===== src/rtl/cpu_pkg.sv =====
// Shared pipeline-control definitions: forwarding-select encodings and shadow-stage layout.
package cpu_pkg;

  localparam int DEFAULT_REG_ADDR_W = 5;
  localparam int DEFAULT_CNT_W      = 32;

  localparam int FWD_SEL_W = 2;
  localparam logic [FWD_SEL_W-1:0] FWD_REGFILE = 2'b00;
  localparam logic [FWD_SEL_W-1:0] FWD_EXMEM   = 2'b01;
  localparam logic [FWD_SEL_W-1:0] FWD_MEMWB   = 2'b10;

  // Destination metadata tracked per shadow stage at the default register width.
  typedef struct packed {
    logic                          valid;
    logic [DEFAULT_REG_ADDR_W-1:0] rd;
    logic                          reg_write;
    logic                          mem_read;
  } shadow_t;

  localparam int SHADOW_W = $bits(shadow_t);

endpackage


===== src/rtl/hazard_shadow_stage.sv =====
// One stage of destination-register shadow state (valid, rd, reg_write, mem_read).
module hazard_shadow_stage
  import cpu_pkg::*;
#(
  parameter int REG_ADDR_W = DEFAULT_REG_ADDR_W
) (
  input  logic                  clk,
  input  logic                  arst_n,
  input  logic                  i_enable,
  input  logic                  i_bubble,
  input  logic                  i_valid,
  input  logic [REG_ADDR_W-1:0] i_rd,
  input  logic                  i_reg_write,
  input  logic                  i_mem_read,
  output logic                  o_valid,
  output logic [REG_ADDR_W-1:0] o_rd,
  output logic                  o_reg_write,
  output logic                  o_mem_read,
  output logic                  o_wr_active,
  output logic                  o_load
);

  logic                  r_valid;
  logic [REG_ADDR_W-1:0] r_rd;
  logic                  r_reg_write;
  logic                  r_mem_read;

  always_ff @(posedge clk or negedge arst_n) begin
    if (!arst_n) begin
      r_valid     <= 1'b0;
      r_rd        <= '0;
      r_reg_write <= 1'b0;
      r_mem_read  <= 1'b0;
    end else if (i_enable) begin
      if (i_bubble) begin
        r_valid     <= 1'b0;
        r_rd        <= '0;
        r_reg_write <= 1'b0;
        r_mem_read  <= 1'b0;
      end else begin
        r_valid     <= i_valid;
        r_rd        <= i_rd;
        r_reg_write <= i_reg_write;
        r_mem_read  <= i_mem_read;
      end
    end
  end

  assign o_valid     = r_valid;
  assign o_rd        = r_rd;
  assign o_reg_write = r_reg_write;
  assign o_mem_read  = r_mem_read;
  // x0 is hardwired zero, so a write to it never produces a value anyone depends on.
  assign o_wr_active = r_valid && r_reg_write && (r_rd != '0);
  assign o_load      = r_valid && r_mem_read;

endmodule


===== src/rtl/hazard_forward_unit.sv =====
// Hazard/forwarding control for the 5-stage pipeline: stalls, flushes, WB bypass, EX forward selects.
// Optional macro HAZARD_FORWARDING_EN enables EX forwarding; without it every RAW hazard stalls.
module hazard_forward_unit
  import cpu_pkg::*;
#(
  parameter int REG_ADDR_W = DEFAULT_REG_ADDR_W,
  parameter int CNT_W      = DEFAULT_CNT_W
) (
  input  logic                  clk,
  input  logic                  arst_n,
  input  logic                  enable,
  input  logic [REG_ADDR_W-1:0] id_rs1,
  input  logic [REG_ADDR_W-1:0] id_rs2,
  input  logic                  id_rs1_used,
  input  logic                  id_rs2_used,
  input  logic [REG_ADDR_W-1:0] id_rd,
  input  logic                  id_reg_write,
  input  logic                  id_mem_read,
  input  logic                  ex_redirect,
  output logic                  pc_hold,
  output logic                  if_id_hold,
  output logic                  if_id_flush,
  output logic                  id_ex_bubble,
  output logic                  id_wb_bypass_1,
  output logic                  id_wb_bypass_2,
  output logic [FWD_SEL_W-1:0]  ex_fwd_sel_a,
  output logic [FWD_SEL_W-1:0]  ex_fwd_sel_b,
  output logic [CNT_W-1:0]      stall_count,
  output logic [CNT_W-1:0]      flush_count
);

  localparam logic [CNT_W-1:0] L_CNT_ONE = {{(CNT_W-1){1'b0}}, 1'b1};

  logic                  w_ex_valid, w_ex_reg_write, w_ex_mem_read, w_ex_wr, w_ex_load;
  logic [REG_ADDR_W-1:0] w_ex_rd;
  logic                  w_mem_valid, w_mem_reg_write, w_mem_mem_read, w_mem_wr, w_mem_load;
  logic [REG_ADDR_W-1:0] w_mem_rd;
  logic                  w_wb_valid, w_wb_reg_write, w_wb_mem_read, w_wb_wr, w_wb_load;
  logic [REG_ADDR_W-1:0] w_wb_rd;

  logic w_ex_hit1, w_ex_hit2, w_mem_hit1, w_mem_hit2, w_wb_hit1, w_wb_hit2;
  logic w_hazard, w_stall, w_bubble;
  logic w_unused;

  logic [CNT_W-1:0] r_stall_count, r_flush_count;

  hazard_shadow_stage #(.REG_ADDR_W(REG_ADDR_W)) u_ex_stage (
    .clk         (clk),
    .arst_n      (arst_n),
    .i_enable    (enable),
    .i_bubble    (w_bubble),
    .i_valid     (1'b1),
    .i_rd        (id_rd),
    .i_reg_write (id_reg_write),
    .i_mem_read  (id_mem_read),
    .o_valid     (w_ex_valid),
    .o_rd        (w_ex_rd),
    .o_reg_write (w_ex_reg_write),
    .o_mem_read  (w_ex_mem_read),
    .o_wr_active (w_ex_wr),
    .o_load      (w_ex_load)
  );

  hazard_shadow_stage #(.REG_ADDR_W(REG_ADDR_W)) u_mem_stage (
    .clk         (clk),
    .arst_n      (arst_n),
    .i_enable    (enable),
    .i_bubble    (1'b0),
    .i_valid     (w_ex_valid),
    .i_rd        (w_ex_rd),
    .i_reg_write (w_ex_reg_write),
    .i_mem_read  (w_ex_mem_read),
    .o_valid     (w_mem_valid),
    .o_rd        (w_mem_rd),
    .o_reg_write (w_mem_reg_write),
    .o_mem_read  (w_mem_mem_read),
    .o_wr_active (w_mem_wr),
    .o_load      (w_mem_load)
  );

  hazard_shadow_stage #(.REG_ADDR_W(REG_ADDR_W)) u_wb_stage (
    .clk         (clk),
    .arst_n      (arst_n),
    .i_enable    (enable),
    .i_bubble    (1'b0),
    .i_valid     (w_mem_valid),
    .i_rd        (w_mem_rd),
    .i_reg_write (w_mem_reg_write),
    .i_mem_read  (w_mem_mem_read),
    .o_valid     (w_wb_valid),
    .o_rd        (w_wb_rd),
    .o_reg_write (w_wb_reg_write),
    .o_mem_read  (w_wb_mem_read),
    .o_wr_active (w_wb_wr),
    .o_load      (w_wb_load)
  );

  assign w_ex_hit1  = id_rs1_used && w_ex_wr  && (w_ex_rd  == id_rs1);
  assign w_ex_hit2  = id_rs2_used && w_ex_wr  && (w_ex_rd  == id_rs2);
  assign w_mem_hit1 = id_rs1_used && w_mem_wr && (w_mem_rd == id_rs1);
  assign w_mem_hit2 = id_rs2_used && w_mem_wr && (w_mem_rd == id_rs2);
  assign w_wb_hit1  = id_rs1_used && w_wb_wr  && (w_wb_rd  == id_rs1);
  assign w_wb_hit2  = id_rs2_used && w_wb_wr  && (w_wb_rd  == id_rs2);

`ifdef HAZARD_FORWARDING_EN
  assign w_hazard = w_ex_load && (w_ex_hit1 || w_ex_hit2);
  assign w_unused = ^{w_mem_load, w_wb_valid, w_wb_reg_write, w_wb_mem_read, w_wb_load};
`else
  assign w_hazard = w_ex_hit1 || w_ex_hit2 || w_mem_hit1 || w_mem_hit2;
  assign w_unused = ^{w_ex_load, w_mem_load, w_wb_valid, w_wb_reg_write, w_wb_mem_read, w_wb_load};
`endif

  // A redirect kills the stalled consumer anyway, so it overrides the stall.
  assign w_stall  = w_hazard && !ex_redirect;
  assign w_bubble = w_stall || ex_redirect;

  assign pc_hold        = w_stall;
  assign if_id_hold     = w_stall;
  assign if_id_flush    = ex_redirect;
  assign id_ex_bubble   = w_bubble;
  assign id_wb_bypass_1 = w_wb_hit1;
  assign id_wb_bypass_2 = w_wb_hit2;

`ifdef HAZARD_FORWARDING_EN
  logic [FWD_SEL_W-1:0] r_fwd_sel_a, r_fwd_sel_b;
  logic [FWD_SEL_W-1:0] w_fwd_next_a, w_fwd_next_b;

  function automatic logic [FWD_SEL_W-1:0] pick_fwd(input logic ex_hit, input logic mem_hit,
                                                    input logic ex_load);
    logic [FWD_SEL_W-1:0] sel;
    sel = FWD_REGFILE;
    if (ex_hit && !ex_load) begin
      sel = FWD_EXMEM;
    end else if (mem_hit) begin
      sel = FWD_MEMWB;
    end
    return sel;
  endfunction

  // Today's ex/mem shadows are tomorrow's MEM/WB when the ID instruction reaches EX.
  always_comb begin
    w_fwd_next_a = FWD_REGFILE;
    w_fwd_next_b = FWD_REGFILE;
    if (!w_bubble) begin
      w_fwd_next_a = pick_fwd(w_ex_hit1, w_mem_hit1, w_ex_load);
      w_fwd_next_b = pick_fwd(w_ex_hit2, w_mem_hit2, w_ex_load);
    end
  end

  always_ff @(posedge clk or negedge arst_n) begin
    if (!arst_n) begin
      r_fwd_sel_a <= FWD_REGFILE;
      r_fwd_sel_b <= FWD_REGFILE;
    end else if (enable) begin
      r_fwd_sel_a <= w_fwd_next_a;
      r_fwd_sel_b <= w_fwd_next_b;
    end
  end

  assign ex_fwd_sel_a = r_fwd_sel_a;
  assign ex_fwd_sel_b = r_fwd_sel_b;
`else
  assign ex_fwd_sel_a = FWD_REGFILE;
  assign ex_fwd_sel_b = FWD_REGFILE;
`endif

  // Saturating performance counters; they stick at all-ones instead of wrapping.
  always_ff @(posedge clk or negedge arst_n) begin
    if (!arst_n) begin
      r_stall_count <= '0;
      r_flush_count <= '0;
    end else if (enable) begin
      if (w_stall && (r_stall_count != '1)) begin
        r_stall_count <= r_stall_count + L_CNT_ONE;
      end
      if (ex_redirect && (r_flush_count != '1)) begin
        r_flush_count <= r_flush_count + L_CNT_ONE;
      end
    end
  end

  assign stall_count = r_stall_count;
  assign flush_count = r_flush_count;

endmodule


===== config.mk =====
export PLATFORM = sky130hd
export DESIGN_NAME = hazard_forward_unit
export DESIGN_NICKNAME = d
export VERILOG_FILES = /design/src/rtl/cpu_pkg.sv /design/src/rtl/hazard_shadow_stage.sv /design/src/rtl/hazard_forward_unit.sv
export SDC_FILE = /design/constraint.sdc
export NUM_CORES = 1
export LEC_CHECK = 0
export ABC_AREA = 1
export BUFFER_PORTS_ARGS = -buffer_cell sky130_fd_sc_hd__buf_2
export CORE_ASPECT_RATIO = 1.4
export CORE_MARGIN = 2
export CORE_UTILIZATION = 58
export DETAILED_ROUTE_END_ITERATION = 8
export PLACE_DENSITY = 0.85
export SYNTH_ARGS = -nofsm -noshare
export SYNTH_HDL_FRONTEND = slang
export SYNTH_HIERARCHICAL = 1
export SYNTH_SLANG_ARGS = --single-unit

===== constraint.sdc =====
create_clock -name clk -period 2.35 [get_ports clk]
set_input_delay 0.235 -clock clk [delete_from_list [all_inputs] [get_ports clk]]
set_output_delay 0.235 -clock clk [all_outputs]
set_load 0.01 [all_outputs]

---- Yosys cells after proc, flatten, opt, wreduce, memory -nomap -nowiden ----
Cells that the tools add are included.
cells by class
  equal/unequal tests ..................... 8
  mux-type cells .......................... 3
  reductions and logical operators ........ 31
  add/sub/neg operators ................... 2
operators with widths
  cell                                            count
  adder 32 x 1 -> 32 bit (second input constant)  2
  inequality test 32 bit (second input constant)  2
  equality test 5 bit                             6
  logical AND 1 bit                               21
  nonzero test 5 bit                              3
  2-to-1 mux 5 bit                                1
  logical OR 1 bit                                4
  AND reduction 2 bit                             2
  2-to-1 mux 1 bit                                2
  logical NOT 1 bit                               1
storage, ports and cells
  input bits .............................. 23
  word-level logic and storage cells ...... 55
  register bits after elaboration ......... 85
  output and inout port bits .............. 74

---- Longest topological paths before layout ----
  depth after elaboration ................. 10
  gate-level depth with buffers ........... 16
  depth with buffers taken out ............ 15

---- Hierarchy ----
The synthesis kept the hierarchy.
modules (own cells, without submodules)
  module               cells an instance  seq. area each (um2)  times used  area each (um2)
  hazard_forward_unit  753                1601.5                1           4825.9
  hazard_shadow_stage  43                 200.2                 3           360.3

---- Worst setup path after synthesis ----
OpenSTA, ideal clock, no wires.
  path kind ............................... reg2reg
  from .................................... register r_stall_count[0], in the netlist stall_count[0]
  to ...................................... register r_stall_count[10], in the netlist stall_count[10]
  required time ........................... 2.231 ns
  library setup time ...................... 0.119 ns
  clock period less this slack ............ 1.793 ns
  slack ................................... 0.557 ns
  buffers on the path ..................... 2
  stages on the path, launching flop included .. 11
  data arrival time ....................... 1.675 ns
  cells stage by stage .................... dfrtp_1 > ha_1 > nand3_2 > inv_2 > nand2_4 > nor2_4 > nand3b_1 > buf_6 > buf_1 > nand4_1 > nand2_1
on the way
  cells in the longest elaborated chain, start to end .. 3
  elaborated cells on any way between the ends .. 4
  those cells by class .................... add/sub (1); eq/ne (1); reduce/logical (2)
RTL lines
  what                                                                            RTL line                    text
  from (decl)                                                                     hazard_forward_unit.sv:45   logic [CNT_W-1:0] r_stall_count, r_flush_count;
  from (signal assigned)                                                          hazard_forward_unit.sv:174  r_stall_count <= r_stall_count + L_CNT_ONE;
  parallel branches: the longest is 3 deep, another holds adder 32 x 1 -> 32 bit  -
Parallel ways; which one is timed is not known.
A chain may end at the register's enable or synchronous reset.

---- Final worst setup path ----
  from .................................... register u_ex_stage.r_rd[0], in the netlist u_ex_stage/o_rd[0]
  to ...................................... output port if_id_hold
on the way
  cells in the longest elaborated chain, start to end .. 8
  elaborated cells on any way between the ends .. 12
  those cells by class .................... eq/ne (2); reduce/logical (10)
RTL lines
  what                                                      RTL line                                              text
  from (decl)                                               hazard_shadow_stage.sv:24                             logic [REG_ADDR_W-1:0] r_rd;
  from (signal assigned)                                    hazard_shadow_stage.sv:42                             r_rd <= i_rd;
  nonzero test 5 bit *                                      hazard_shadow_stage.sv:54                             assign o_wr_active = r_valid && r_reg_write && (r_rd != '0);
  logical AND 1 bit *                                       hazard_shadow_stage.sv:54
  named net w_ex_wr                                         hazard_forward_unit.sv:34                             logic w_ex_valid, w_ex_reg_write, w_ex_mem_read, w_ex_wr, w_ex_load;
  logical AND 1 bit, on equally long branches (2 in a row)  hazard_forward_unit.sv:98, hazard_forward_unit.sv:99
  logical OR 1 bit * (3 in a row)                           hazard_forward_unit.sv:109                            assign w_hazard = w_ex_hit1 || w_ex_hit2 || w_mem_hit1 || w_mem_hit2;
  logical AND 1 bit *                                       hazard_forward_unit.sv:114                            assign w_stall = w_hazard && !ex_redirect;
  to (decl)                                                 hazard_forward_unit.sv:21                             output logic if_id_hold,
The timed path passes the listed nets; every way through them passes the cells marked *.

==> results by stage <==
Layout:
- Measured on the finished design, the core utilization comes to ~69%.
- The share of post-route cells with drive strength above 1 is 16.8%.
- The final-stage net count is between 900 and 1000.
- In the layout the commonest cells are 318 x nand2_1, 97 x inv_1, 90 x buf_2.
- The number of non-filler instances in the completed layout is 1108.
- Leaving out fill and tap cells, the most frequent cell in the layout is nand2_1.
- The signed area change from the synthesized netlist to the final layout is 17.2%.
- The count of inserted antenna diode cells is 0.

Timing:
- The final critical-path required period is between 2 and 2.5 ns.
- The worst setup slack after layout is 0.0852 ns.
- The hold violation total from the final report is 0.
- The worst slew slack as a fraction of its limit is between 60 and 70%.
- The max-slew violation count was 0.
- The maximum operating frequency is roughly 440 MHz.
- The final-layout setup total negative slack is 0 ns.
- The final critical path takes up ~96% of the cycle.
- The final setup violation count is 0.
- For the pin with the worst max-slew slack, the measured transition is approximately 0.52 ns.
- The post-route clock skew is roughly 0.0070 ns.

Die:
- The core area is about 9800 sq um.
- The floorplan step defined a die boundary enclosing roughly 11000 sq um.
- The die is 88.3 microns wide.
- The cell row count is 43.
- The initial utilization of the core area, before any placement, comes to 58.9%.
- The height of the die is between 100 and 150 microns.
- Pin placement for this block handled between 90 and 100 I/O pins.

Global routing:
- The total global-route track usage is 28.5%.
- The number of global-route vias before repair is between 5000 and 6000.
- The initial antenna violation count is 0.
- Entering global routing, the biggest net connects 86 pins.
- The global-route congestion overflow total is 0.
- The first global-routing pass estimated between 20 and 25 mm of wire.

Worst setup path:
- The worst register-to-register path has a setup slack of 0.26 ns.
- The largest single stage delay on the critical path is ~0.43 ns.
- The endpoint class of the critical path is an output port.
- The worst setup path is of the register to output port kind.
- For the worst setup path, the data arrival time is a little over 2 ns.
- At the worst endpoint, the required time is around 2.1 ns.
- The biggest fanout along the worst timing path is 17.
- STA classifies the critical path startpoint as a register.
- Traced cell by cell, the critical path runs through nor2_1 > nand3_1 > nand2_1 > inv_1 > nand2_1 > inv_1 > nand2_1 > nor2_1 > nand3_1 > nand2_1 > nor2_2 > nor2_4 > buf_12 > buf_2.
- The slowest stage of the critical path belongs to the cell dfrtp_1.
- The cell with the most instances on the worst path is nand2_1.

Clock tree:
- Buffers inserted during clock tree synthesis total 9.
- The clock-pin slew of the registers on the worst-case setup and hold paths is roughly 0.06 ns.
- TritonCTS built the clock tree.
- The root buffer cell chosen for the clock tree is clkbuf_16.
- The H-tree depth is 3.
- Clock latency on the worst-skew pair, taken at its later pin, is 0.35 ns.
- Counting along the longest clock path gives a buffer depth of 2.
- CTS saw 85 sinks.

Hold path:
- In this run the worst hold path is classified as input pin to register.

Logic synthesis:
- The count of warnings emitted by yosys is 6.
- Synthesis produced around 860 cells.
- In this run the cell area of the synthesized design comes to 5770 sq um.
- The average footprint of a synthesized cell is around 6.7 sq um.

Power:
- In this run the static leakage power is between 0.003 and 0.004 uW.
- Power spread over the standard cell area amounts to 536 nW/um^2.
- The worst-case IR drop observed on VDD is between 0.4 and 0.5 mV.

Detailed routing:
- The pre-antenna-repair detailed-routing pass consisted of 8 iterations.
- Across all layers, the routed design uses around 5900 vias.
- After detailed routing, the number of remaining DRC violations is 0.
- The sum of met3 wire segment lengths after detailed routing is 699 microns.
- In the detailed route, the total length drawn on met2 is approximately 8.0 mm.
- The detailed-route vias per instance is about 5.3.
- The antenna violation net count after detailed routing is 0.
- The highest signal layer in the routed design is met4.
- The detailed-route wire length is approximately 15 mm.
- The routed wire length per instance is 13.8 microns.
- The violation count after the first detailed-route iteration is approximately 340.
- The total routed wire length on the met1 layer is ~6 mm.

Status:
- The run finished with clean final reports.

Placed design:
- The total half-perimeter wirelength after legalization and detailed placement is 10.8 mm.
- The placed instance count is 1079.
- In this run the tool buffered the top-level ports with 91 buffer cells.
- The routability-driven placement congestion ratio is about 0.94.
- The worst setup slack before clock tree synthesis is about 0.22 ns.

Job:
- Max-cap violations in this run came to 0.
routing by layer:
metal / up-vias / track usage, %
met5: - / 0
met4: 0 / 11.2
met3: 47 / 4.95
met2: 189 / 50.0
met1: 2766 / 34.2
li1: 2925 / -
report_power, final:
part | total (uW) | switching (uW) | internal (uW)
Combinational | 522 | 327 | 195
Sequential | 1650 | 101 | 1550
Clock | 1450 | 615 | 834
Total | 3620 | 1040 | 2580
worst max-delay path, delay by kind of cell, from the launching register on:
family,cells,cell delay (ns)
buffers and inverters,4,0.42
and+or+nand+nor,10,0.85
DFF,1,0.43
metrics by stage:
step                      hold WS [ns]  power [uW]  area, sq um
after floorplan                -0.0606        1970         5790
after global placement           0.302        2150         6330
after detailed placement         0.311        2170         6330
after CTS                        0.121        3610         6640
after global routing             0.147        3780         6760
final                            0.138        3620         6760
worst paths after layout:
check / depth (start not counted) / end / start
min in group asynchronous: 3 / stall_count[1] / arst_n
worst min register to register: 2 / u_wb_stage/o_reg_write / u_mem_stage/o_reg_write
worst max register to register: 15 / stall_count[21] / u_ex_stage/o_rd[0]
max in group asynchronous: 3 / u_ex_stage/o_rd[1] / arst_n
worst min-delay path: 3 / u_ex_stage/o_rd[3] / id_rd[3]
worst max-delay path: 14 / if_id_hold / u_ex_stage/o_rd[0]
flip-flops by register name (all words and copies together) (netlist names):
signal,count
u_mem_stage/o_rd,5
u_mem_stage/o_valid,1
u_ex_stage/o_rd,5
u_wb_stage/o_rd,5
u_ex_stage/o_reg_write,1
stall_count,32
u_mem_stage/o_reg_write,1
u_ex_stage/o_valid,1
u_wb_stage/o_reg_write,1
flush_count,32
u_wb_stage/o_valid,1
final cells by class:
cell class	count	area, sq um
timing repair buffer	115	683
clock buffer	10	229
multi-input combinational	648	3070
sequential	85	2140
clock inverter	6	68.8
tap	135	169
inverter	109	412
fill	870	3030
repair_timing:
action                     in CTS  in global routing
pin swaps                       0                  2
buffers inserted                0                 11
cloned                          0                  1
resized for setup               1                 11
hold buffers                    1                  0
hold endpoints to repair       85                  0
setup endpoints to repair       2                  5
Note: power is estimated with default switching activity, not from simulation.
